[src/rtl/cpu_ctrl_pkg.sv]
// Shared opcode, state-code and ALU constants for the multicycle MIPS control FSM.
package cpu_ctrl_pkg;

  typedef logic [3:0] state_t;

  localparam logic [5:0] OP_NOP = 6'b000000;
  localparam logic [5:0] OP_J   = 6'b000001;
  localparam logic [5:0] OP_BEQ = 6'b100000;
  localparam logic [5:0] OP_BNE = 6'b100001;
  localparam logic [5:0] OP_LI  = 6'b111001;
  localparam logic [5:0] OP_LUI = 6'b111010;
  localparam logic [5:0] OP_LWI = 6'b111011;
  localparam logic [5:0] OP_SWI = 6'b111100;

  localparam state_t S_FETCH  = 4'd0;
  localparam state_t S_DECODE = 4'd1;
  localparam state_t S_RTYPE  = 4'd2;
  localparam state_t S_WB     = 4'd3;
  localparam state_t S_ITYPE  = 4'd4;
  localparam state_t S_BEQC   = 4'd5;
  localparam state_t S_BNEC   = 4'd6;
  localparam state_t S_JUMPC  = 4'd7;
  localparam state_t S_LOAD   = 4'd8;
  localparam state_t S_MEMWB  = 4'd9;
  localparam state_t S_STORE  = 4'd10;
  localparam state_t S_STWR   = 4'd11;
  localparam state_t S_FAULT  = 4'd12;

  localparam logic [3:0] ALU_ADD = 4'b0010;
  localparam logic [3:0] ALU_SUB = 4'b0011;

  // States whose exit to FETCH completes an instruction; DECODE only exits to FETCH on NOP.
  function automatic logic retires_into_fetch(state_t s);
    case (s)
      S_WB, S_MEMWB, S_BEQC, S_BNEC, S_JUMPC, S_STWR, S_DECODE: retires_into_fetch = 1'b1;
      default:                                                 retires_into_fetch = 1'b0;
    endcase
  endfunction

endpackage

[src/rtl/cpu_ctrl_timeout.sv]
// Bounded-wait counter for memory handshakes; expired flags the last allowed wait cycle.
module cpu_ctrl_timeout #(
  parameter int MEM_TIMEOUT = 8,
  parameter int TO_W        = $clog2(MEM_TIMEOUT + 1)
) (
  input  logic clk,
  input  logic reset,
  input  logic clr,
  input  logic en,
  output logic expired
);

  localparam int CNT_W = (TO_W < 1) ? 1 : TO_W;

  logic [CNT_W-1:0] cnt_q, cnt_d;

  // NOTE: combinational blocks assign a default first so no path leaves cnt_d unassigned (no latch).
  always_comb begin
    cnt_d = cnt_q;
    if (clr)     cnt_d = '0;
    else if (en) cnt_d = cnt_q + CNT_W'(1);
  end

  // NOTE: state registers use non-blocking assignment so all flops update together at the edge.
  always_ff @(posedge clk) begin
    if (reset) cnt_q <= '0;
    else       cnt_q <= cnt_d;
  end

  generate
    if (MEM_TIMEOUT == 0) begin : g_no_limit
      assign expired = 1'b0;
    end else begin : g_limit
      assign expired = en && (cnt_q == CNT_W'(MEM_TIMEOUT - 1));
    end
  endgenerate

endmodule

[src/rtl/cpu_control_hs.sv]
// Multicycle MIPS control FSM with request/ack memory handshakes and timeout fault.
// Optional retired-instruction counter enabled by defining CPU_CONTROL_RETIRE_CNT_EN.
module cpu_control_hs
  import cpu_ctrl_pkg::*;
#(
  parameter int ALUSIZE     = 4,
  parameter int MEM_TIMEOUT = 8
) (
  input  logic               Clk,
  input  logic               Reset,
  input  logic [5:0]         Opcode,
  input  logic               IMemAck,
  input  logic               DMemAck,
  output logic [3:0]         SystemState,
  output logic               PCSource,
  output logic               PCWrite,
  output logic               BEQcontrol,
  output logic               BNEcontrol,
  output logic [ALUSIZE-1:0] AluOp,
  output logic               AluSrcA,
  output logic [1:0]         AluSrcB,
  output logic               IRWrite,
  output logic               RFWrite,
  output logic               MDRWrite,
  output logic               DMemWrite,
  output logic               MemToReg,
  output logic               ImmedAddr,
  output logic               ReadDataSrc1,
  output logic               ReadDataSrc2,
  output logic               IMemReq,
  output logic               DMemReq,
  output logic               Fault
`ifdef CPU_CONTROL_RETIRE_CNT_EN
  ,
  output logic [31:0]        RetireCount
`endif
);

  localparam int TO_W = $clog2(MEM_TIMEOUT + 1);

  state_t state_q, state_d;
  logic   to_en, to_clr, to_expired;

  always_comb begin
    case (state_q)
      S_FETCH:        to_en = !IMemAck;
      S_LOAD, S_STWR: to_en = !DMemAck;
      default:        to_en = 1'b0;
    endcase
  end

  assign to_clr = (state_d != state_q);

  cpu_ctrl_timeout #(
    .MEM_TIMEOUT (MEM_TIMEOUT),
    .TO_W        (TO_W)
  ) u_timeout (
    .clk     (Clk),
    .reset   (Reset),
    .clr     (to_clr),
    .en      (to_en),
    .expired (to_expired)
  );

  always_comb begin
    state_d = state_q;
    case (state_q)
      S_FETCH: begin
        if (IMemAck)         state_d = S_DECODE;
        else if (to_expired) state_d = S_FAULT;
      end
      S_DECODE: begin
        if (Opcode == OP_NOP)         state_d = S_FETCH;
        else if (Opcode == OP_BEQ)    state_d = S_BEQC;
        else if (Opcode == OP_BNE)    state_d = S_BNEC;
        else if (Opcode == OP_J)      state_d = S_JUMPC;
        else if (Opcode == OP_LWI)    state_d = S_LOAD;
        else if (Opcode == OP_SWI)    state_d = S_STORE;
        else if (Opcode[5:4] == 2'b11) state_d = S_ITYPE;
        else                          state_d = S_RTYPE;
      end
      S_RTYPE, S_ITYPE:                 state_d = S_WB;
      S_WB, S_BEQC, S_BNEC, S_JUMPC,
      S_MEMWB:                          state_d = S_FETCH;
      S_LOAD: begin
        if (DMemAck)         state_d = S_MEMWB;
        else if (to_expired) state_d = S_FAULT;
      end
      S_STORE:                          state_d = S_STWR;
      S_STWR: begin
        if (DMemAck)         state_d = S_FETCH;
        else if (to_expired) state_d = S_FAULT;
      end
      S_FAULT:                          state_d = S_FAULT;
      default:                          state_d = S_FETCH;
    endcase
  end

  always_ff @(posedge Clk) begin
    if (Reset) state_q <= S_FETCH;
    else       state_q <= state_d;
  end

  assign SystemState = state_q;

  always_comb begin
    PCSource     = 1'b0;
    PCWrite      = 1'b0;
    BEQcontrol   = 1'b0;
    BNEcontrol   = 1'b0;
    AluOp        = '0;
    AluSrcA      = 1'b0;
    AluSrcB      = 2'd0;
    IRWrite      = 1'b0;
    RFWrite      = 1'b0;
    MDRWrite     = 1'b0;
    DMemWrite    = 1'b0;
    MemToReg     = 1'b0;
    ImmedAddr    = 1'b0;
    ReadDataSrc1 = 1'b1;
    ReadDataSrc2 = 1'b1;
    IMemReq      = 1'b0;
    DMemReq      = 1'b0;
    Fault        = 1'b0;
    case (state_q)
      S_FETCH: begin
        IMemReq = 1'b1;
        AluOp   = ALUSIZE'(ALU_ADD);
        PCWrite = IMemAck;
        IRWrite = IMemAck;
      end
      S_DECODE: begin
        AluOp   = ALUSIZE'(ALU_ADD);
        AluSrcB = 2'd3;
        if (Opcode == OP_BEQ || Opcode == OP_BNE) begin
          ReadDataSrc1 = 1'b0;
          ReadDataSrc2 = 1'b0;
        end
        if (Opcode == OP_J) AluSrcB = 2'd2;
        if (Opcode == OP_LI || Opcode == OP_LUI) ReadDataSrc1 = 1'b0;
      end
      S_RTYPE, S_ITYPE: begin
        AluOp   = Opcode[ALUSIZE-1:0];
        AluSrcA = 1'b1;
        AluSrcB = (state_q == S_ITYPE) ? 2'd3 : 2'd1;
      end
      S_WB: begin
        RFWrite = 1'b1;
        AluSrcA = 1'b1;
        AluSrcB = 2'd1;
      end
      S_BEQC, S_BNEC: begin
        PCSource   = 1'b1;
        AluOp      = ALUSIZE'(ALU_SUB);
        AluSrcA    = 1'b1;
        AluSrcB    = 2'd1;
        BEQcontrol = (state_q == S_BEQC);
        BNEcontrol = (state_q == S_BNEC);
      end
      S_JUMPC: begin
        PCSource = 1'b1;
        PCWrite  = 1'b1;
      end
      S_LOAD: begin
        DMemReq  = 1'b1;
        MDRWrite = DMemAck;
      end
      S_MEMWB: begin
        RFWrite  = 1'b1;
        MemToReg = 1'b1;
      end
      S_STORE: ReadDataSrc1 = 1'b0;
      S_STWR: begin
        DMemReq      = 1'b1;
        DMemWrite    = 1'b1;
        ReadDataSrc1 = 1'b0;
      end
      S_FAULT: Fault = 1'b1;
      default: ;
    endcase
    // Reset must silence every write enable and request immediately, before the edge lands.
    if (Reset) begin
      PCWrite   = 1'b0;
      IRWrite   = 1'b0;
      RFWrite   = 1'b0;
      MDRWrite  = 1'b0;
      DMemWrite = 1'b0;
      IMemReq   = 1'b0;
      DMemReq   = 1'b0;
    end
  end

`ifdef CPU_CONTROL_RETIRE_CNT_EN
  logic [31:0] retire_q, retire_d;

  always_comb begin
    retire_d = retire_q;
    if (state_d == S_FETCH && retires_into_fetch(state_q)) retire_d = retire_q + 32'd1;
  end

  always_ff @(posedge Clk) begin
    if (Reset) retire_q <= '0;
    else       retire_q <= retire_d;
  end

  assign RetireCount = retire_q;
`endif

endmodule
[config.mk]
export PLATFORM = sky130hd
export DESIGN_NAME = cpu_control_hs
export DESIGN_NICKNAME = d
export VERILOG_FILES = /design/src/rtl/cpu_ctrl_pkg.sv /design/src/rtl/cpu_ctrl_timeout.sv /design/src/rtl/cpu_control_hs.sv
export SDC_FILE = /design/constraint.sdc
export NUM_CORES = 1
export LEC_CHECK = 0
export CAP_MARGIN = 20
export CORE_MARGIN = 10
export CORE_UTILIZATION = 44
export DETAILED_ROUTE_END_ITERATION = 12
export PLACE_DENSITY_LB_ADDON = 0.12
export SLEW_MARGIN = 10
export SYNTH_ARGS = -nofsm -noshare
export SYNTH_HDL_FRONTEND = slang
export SYNTH_SLANG_ARGS = --single-unit
export TNS_END_PERCENT = 50
[constraint.sdc]
create_clock -name Clk -period 2.6 [get_ports Clk]
set_input_delay 0.78 -clock Clk [delete_from_list [all_inputs] [get_ports Clk]]
set_output_delay 0.78 -clock Clk [all_outputs]
set_load 0.02 [all_outputs]
# After elaboration in Yosys (flattened, before gate mapping)
# Cells that the tools add are included.
[classes]
n_reduce_logical = 17
n_eq_ne = 22
mux = 41
n_addsub = 1
[op_table]
columns = ["cell", "n"]
rows = [
  ["4-bit 2-to-1 mux", 10],
  ["6-bit equality test (second input constant)", 6],
  ["4-bit case mux with 7 select lines", 1],
  ["1-bit 2-to-1 mux", 23],
  ["4-bit by 3-bit equality test with 1-bit output (second input constant)", 5],
  ["4-bit equality test (second input constant)", 5],
  ["2-bit OR reduction", 7],
  ["4-bit case mux with 3 select lines", 1],
  ["4-bit by 2-bit equality test with 1-bit output (second input constant)", 2],
  ["6-bit by 1-bit equality test with 1-bit output (second input constant)", 1],
  ["6-bit logical NOT", 1],
  ["1-bit case mux with 2 select lines", 3],
  ["2-bit case mux with 3 select lines", 1],
  ["3-bit OR reduction", 2],
  ["5-bit OR reduction", 1],
  ["4-bit by 1-bit adder with 4-bit output (second input constant)", 1],
  ["4-bit by 1-bit equality test with 1-bit output (second input constant)", 1],
  ["4-bit logical NOT", 1],
  ["4-bit inequality test", 1],
  ["3-bit 2-to-1 mux", 1],
  ["2-bit equality test (second input constant)", 1],
  ["1-bit logical NOT", 2],
  ["1-bit logical OR", 2],
  ["2-bit 2-to-1 mux", 1],
  ["1-bit logical AND", 1],
]
[totals]
ff_bits = 8
wordCells = 83
output_inout_bits = 26
in_bits = 10

# Depth between registers and ports, before layout
[depth]
depth_word = 11
depth_mapped = 6

# Hierarchy
# A second synthesis with hierarchy kept.
[hier_totals]
hier_cells = 134
hier_area_um2 = 967.2
[modules_own_cells]
columns = ["module", "cells_per_inst", "n_inst", "area_per_inst_um2"]
rows = [
  ["cpu_control_hs", 116, 1, 744.5],
  ["cpu_ctrl_timeout", 18, 1, 222.7],
]

# Least setup slack after synthesis
# Ideal clock, no wire load.
[synth_path]
path_type = "flip-flop to output port"
from = "register state_q[2], in the netlist SystemState[2]"
to = "output AluSrcB[0]"
arrival_time_ns = 2.000
stages_incl_launch_ff = 6
n_path_buf = 2
path_slack_ns = -0.180
cell_sequence = "dfxtp_1 > clkbuf_1 > clkbuf_1 > nor2_1 > nor3_1 > o21bai_1"
[synth_via]
elab_chain_len = 3
elab_cells_between_ends = 9
classes_between = "eq/ne (6); mux (1); reduce/logical (2)"
[synth_rtl]
columns = ["element", "line", "source"]
rows = [
  ["start, declared", "cpu_control_hs.sv:41", "state_t state_q, state_d;"],
  ["start signal, assigned", "cpu_control_hs.sv:101", "else state_q <= state_d;"],
  ["4-bit by 3-bit equality test with 1-bit output or 4-bit by 2-bit equality test with 1-bit output (tied branches)", "cpu_control_hs.sv:125", "case (state_q)"],
  ["3-bit OR reduction (no source line) or 2-bit OR reduction (tied branches)", "--", ""],
  ["2-bit case mux with 3 select lines *", "cpu_control_hs.sv:125", ""],
  ["end, declared", "cpu_control_hs.sv:21", "output logic [1:0] AluSrcB,"],
]
# Every way passes the cells marked *; elsewhere a longest branch is shown, timed or not.

# Worst setup path after layout
[layout_path]
from = "input Opcode[2]"
to = "output AluSrcB[0]"
[layout_via]
elab_chain_len = 3
[layout_rtl]
columns = ["element", "line", "source"]
rows = [
  ["start, declared", "cpu_control_hs.sv:11", "input logic [5:0] Opcode,"],
  ["6-bit by 1-bit equality test with 1-bit output", "cpu_control_hs.sv:139", "if (Opcode == OP_J) AluSrcB = 2'd2;"],
  ["1-bit 2-to-1 mux", "cpu_control_hs.sv:139", ""],
  ["2-bit case mux with 3 select lines", "cpu_control_hs.sv:125", ""],
]
# Every way passes these cells.

==> impl_metrics.ini <==
[status]
status = finished, violations left
failed_checks = setup timing

[floorplanning]
dieWidth_um = 66.9
dieArea_um2 = 4470
floorplan.initialDensity = 0.478
core_region_area_um2 = 2020
placement_rows = 16
die_h_um = 66.9
io_pins = 36

[critical_path]
startpoint_type = primary input
endpoint_kind = output port
cp_top_family = simple AND/OR/NAND/NOR gates
critical_path.max_fanout = 3
worst-endpoint-required_ns = 1.82
timing.critical_path.buf_inv = 2
timing_worst_setup_path_type = in -> out
crit_path_top_delay_cell = sky130_fd_sc_hd__or4_4
timing.reg2reg.worst_path_depth = 6
delay_of_the_slowest_cell_on_the_worst_path_ns = 0.56
worst-path-stages = 5
endpoint_arrival_time_on_the_critical_path_ns = 1.87
cp_cell_sequence = buf_6 > or4_4 > nor3b_2 > o21bai_1 > buf_4

[placed_design]
place_ws_ns = -0.829
dp_cells = 214
routabilityCongestion = 0.880
io_buffer_count = 34
detailedPlacementHpwl_mm = 2.82

[cells_and_area]
total_number_of_nets_in_the_final_design = 204
fill_cells = 166
fin_cells = 218
final_layout_size_suffix_gt1_frac = 0.309
antenna-diode-count = 0
area_growth_syn_to_layout_pct = 58.6

[global_routing]
grt_pass1_wl_mm = 6.02
grt_pass1_vias = 1303
grtUsageMet1 = 0.183
use_met3 = 0.0719
maximum_number_of_pins_on_one_net_before_global_route_repair = 18
grtUsageTotal = 0.167
use_met2 = 0.296
grt.overflow.total = 0
antenna_found_initial = 0
globalRoute.busiestLayer = met2

[logic_synthesis]
netlist-cell-type-count = 50
async_reset_ff_frac = 0
synthesis.yosys.warnings = 0
netlist_top_cells_area = sky130_fd_sc_hd__dfxtp_1, sky130_fd_sc_hd__nor3_1, sky130_fd_sc_hd__a21oi_1, sky130_fd_sc_hd__clkbuf_1, sky130_fd_sc_hd__nand2_1
synth_common_cells = sky130_fd_sc_hd__nor3_1, sky130_fd_sc_hd__a21oi_1, sky130_fd_sc_hd__clkbuf_1, sky130_fd_sc_hd__nand2_1, sky130_fd_sc_hd__nor2_1
synth_fa_ha_area_frac = 0.0129
yosys.area_share.simple = 0.413
synthMuxAreaShare = 0
syn_inst = 139
synth-xor-area-share = 0.0453
synth_edf_count = 0
avgSynthCellArea_um2 = 6.96
synth_top_family_by_area = simple AND/OR/NAND/NOR gates
synth.yosys.seq_area_share = 0.166
synth_most_common_cell = sky130_fd_sc_hd__nor3_1
mappedNetlistArea_um2 = 967
synth_compound_gate_area_share = 0.273
netlist.area_leader.share = 0.166
syn-num-nets = 150
synth_largest_area_cell = sky130_fd_sc_hd__dfxtp_1
synth-main-ff-cell = sky130_fd_sc_hd__dfxtp_1
yosys_register_bits = 8

[power]
power.combinational.fraction = 0.560
net-switching-power_uw = 221
power.switching_fraction = 0.407
p_int_uw = 322
power.clock.fraction = 0.182
leakage_uw = 0.000713
power.share.sequential = 0.258
peak_vdd_ir_v = 0.000300
power.density_nw_per_um2 = 354

[clock_tree]
insertion_delay_ns = 0.26
numCtsBuffers = 3
clkSinkCount = 8
clock_tree.root_cell = sky130_fd_sc_hd__clkbuf_4
hold_fix_buffers_at_cts = 0
clk_pin_slew_worst_paths_ns = 0.06
clock_tree_buffer_depth = 2
cts_tree = done
htree_levels = 1

[drt]
detail_route.drc_violations = 0
avgRoutedWirePerCell_um = 16.9
vias_per_cell = 5.77
antenna_left = 0
drt-pass1-iter-count = 4
num_vias = 1257
drt_iter0_drc = 79
wl_mm = 3.68

[sta]
final-setup-viol-count = 1
setup_slack_ns = -0.0527
min_period_ns = 2.65
clock-skew-final_ns = 0.00635
grt_setup_unrepaired = true
hold_viol = 0
maxClockFrequency_ghz = 0.377
fin_crit_share = 1.02
timing.setup.tns_ns = -0.0527
finalMaxSlewViolations = 0

[worst_hold_path]
hold_path.class = reg -> reg
worstHoldPathCells = 2

[flow_run]
max_cap_violations = 0
-- state kept, by name, indices dropped and copies added, names as in the netlist --
name,flops
SystemState,4
u_timeout.cnt_q,4
-- worst paths after layout --
check                                                startpoint                              end  slack (ns)
worst max-delay path                                  Opcode[2]                       AluSrcB[0]       -0.05
worst min-delay path            u_timeout.cnt_q[0]$_SDFFE_PP0P_  u_timeout.cnt_q[0]$_SDFFE_PP0P_        0.50
worst max register to register        SystemState[0]$_SDFF_PP0_  u_timeout.cnt_q[3]$_SDFFE_PP0P_        0.52
worst min register to register  u_timeout.cnt_q[0]$_SDFFE_PP0P_  u_timeout.cnt_q[0]$_SDFFE_PP0P_        0.50
-- repair_timing --
action	in CTS	in global routing
hold endpoints to repair	0	0
setup buffers	1	0
setup endpoints to repair	18	14
pin swaps	7	3
resized for setup	71	18
-- layout make-up --
type / instances / area [um^2] / area share
timing repair buffer: 63 / 529 / 0.345
multi-input combinational: 113 / 772 / 0.503
sequential: 8 / 161 / 0.105
clock buffer: 3 / 22.5 / 0.0147
inverter: 4 / 15.0 / 0.00979
tap: 27 / 33.8 / 0.0220
-- power by group through the flow --
stage                     registers (uW)  clock network [uW]  logic (uW)
after floorplan                      143                   0         159
after global placement               141                   0         297
after detailed placement             141                   0         307
after CTS                            140                 100         303
after global routing                 141                 107         326
final                                140                98.5         304
-- logic make-up after synthesis --
| family | Yosys count |
|---|---|
| AND/OR/NAND/NOR | 69 |
| AO/OA/AOI/OAI | 37 |
| buffers and inverters | 18 |
| flip-flops | 8 |
| XOR/XNOR | 5 |
| adder cells (fa/ha/maj) | 1 |
| other | 1 |
-- worst register-to-register path: cells and delay by family (launching register included) --
family	cells	cell delay (ns)
AND/OR/NAND/NOR	2	0.85
AO/OA/AOI/OAI	2	0.48
buffers and inverters	2	0.32
flip-flops	1	0.35
-- metrics by stage --
stage                     total power (uW)  hold slack, ns  area [um^2]  utilization
after floorplan                        302           0.458          972            -
after global placement                 438           0.467         1500        0.742
after detailed placement               449           0.495         1500        0.742
after CTS                              543           0.504         1530        0.757
after global routing                   574           0.534         1530        0.759
final                                  542           0.501         1530        0.759
-- per-layer routing --
metal  vias up  routed length (um)
met1       587                1480
li1        613                   -
met5         -                   0
met3         2                 333
met2        55                1850
met4         0                  11
-- placed cells by master (no fill, tap or decap), types with 5 or more instances in the layout --
cell | netlist | routed
sky130_fd_sc_hd__nand2b_1 | 5 | 5
sky130_fd_sc_hd__buf_4 | 2 | 30
sky130_fd_sc_hd__nand2_1 | 10 | 10
sky130_fd_sc_hd__nor3_1 | 13 | 12
sky130_fd_sc_hd__dlygate4sd2_1 | 0 | 9
sky130_fd_sc_hd__a21oi_1 | 11 | 10
sky130_fd_sc_hd__dlymetal6s2s_1 | 0 | 5
sky130_fd_sc_hd__buf_2 | 1 | 5
sky130_fd_sc_hd__clkdlybuf4s50_1 | 0 | 5
sky130_fd_sc_hd__dfxtp_1 | 8 | 7
sky130_fd_sc_hd__nor2_1 | 10 | 9
Note: power is estimated with default switching activity, not from simulation.
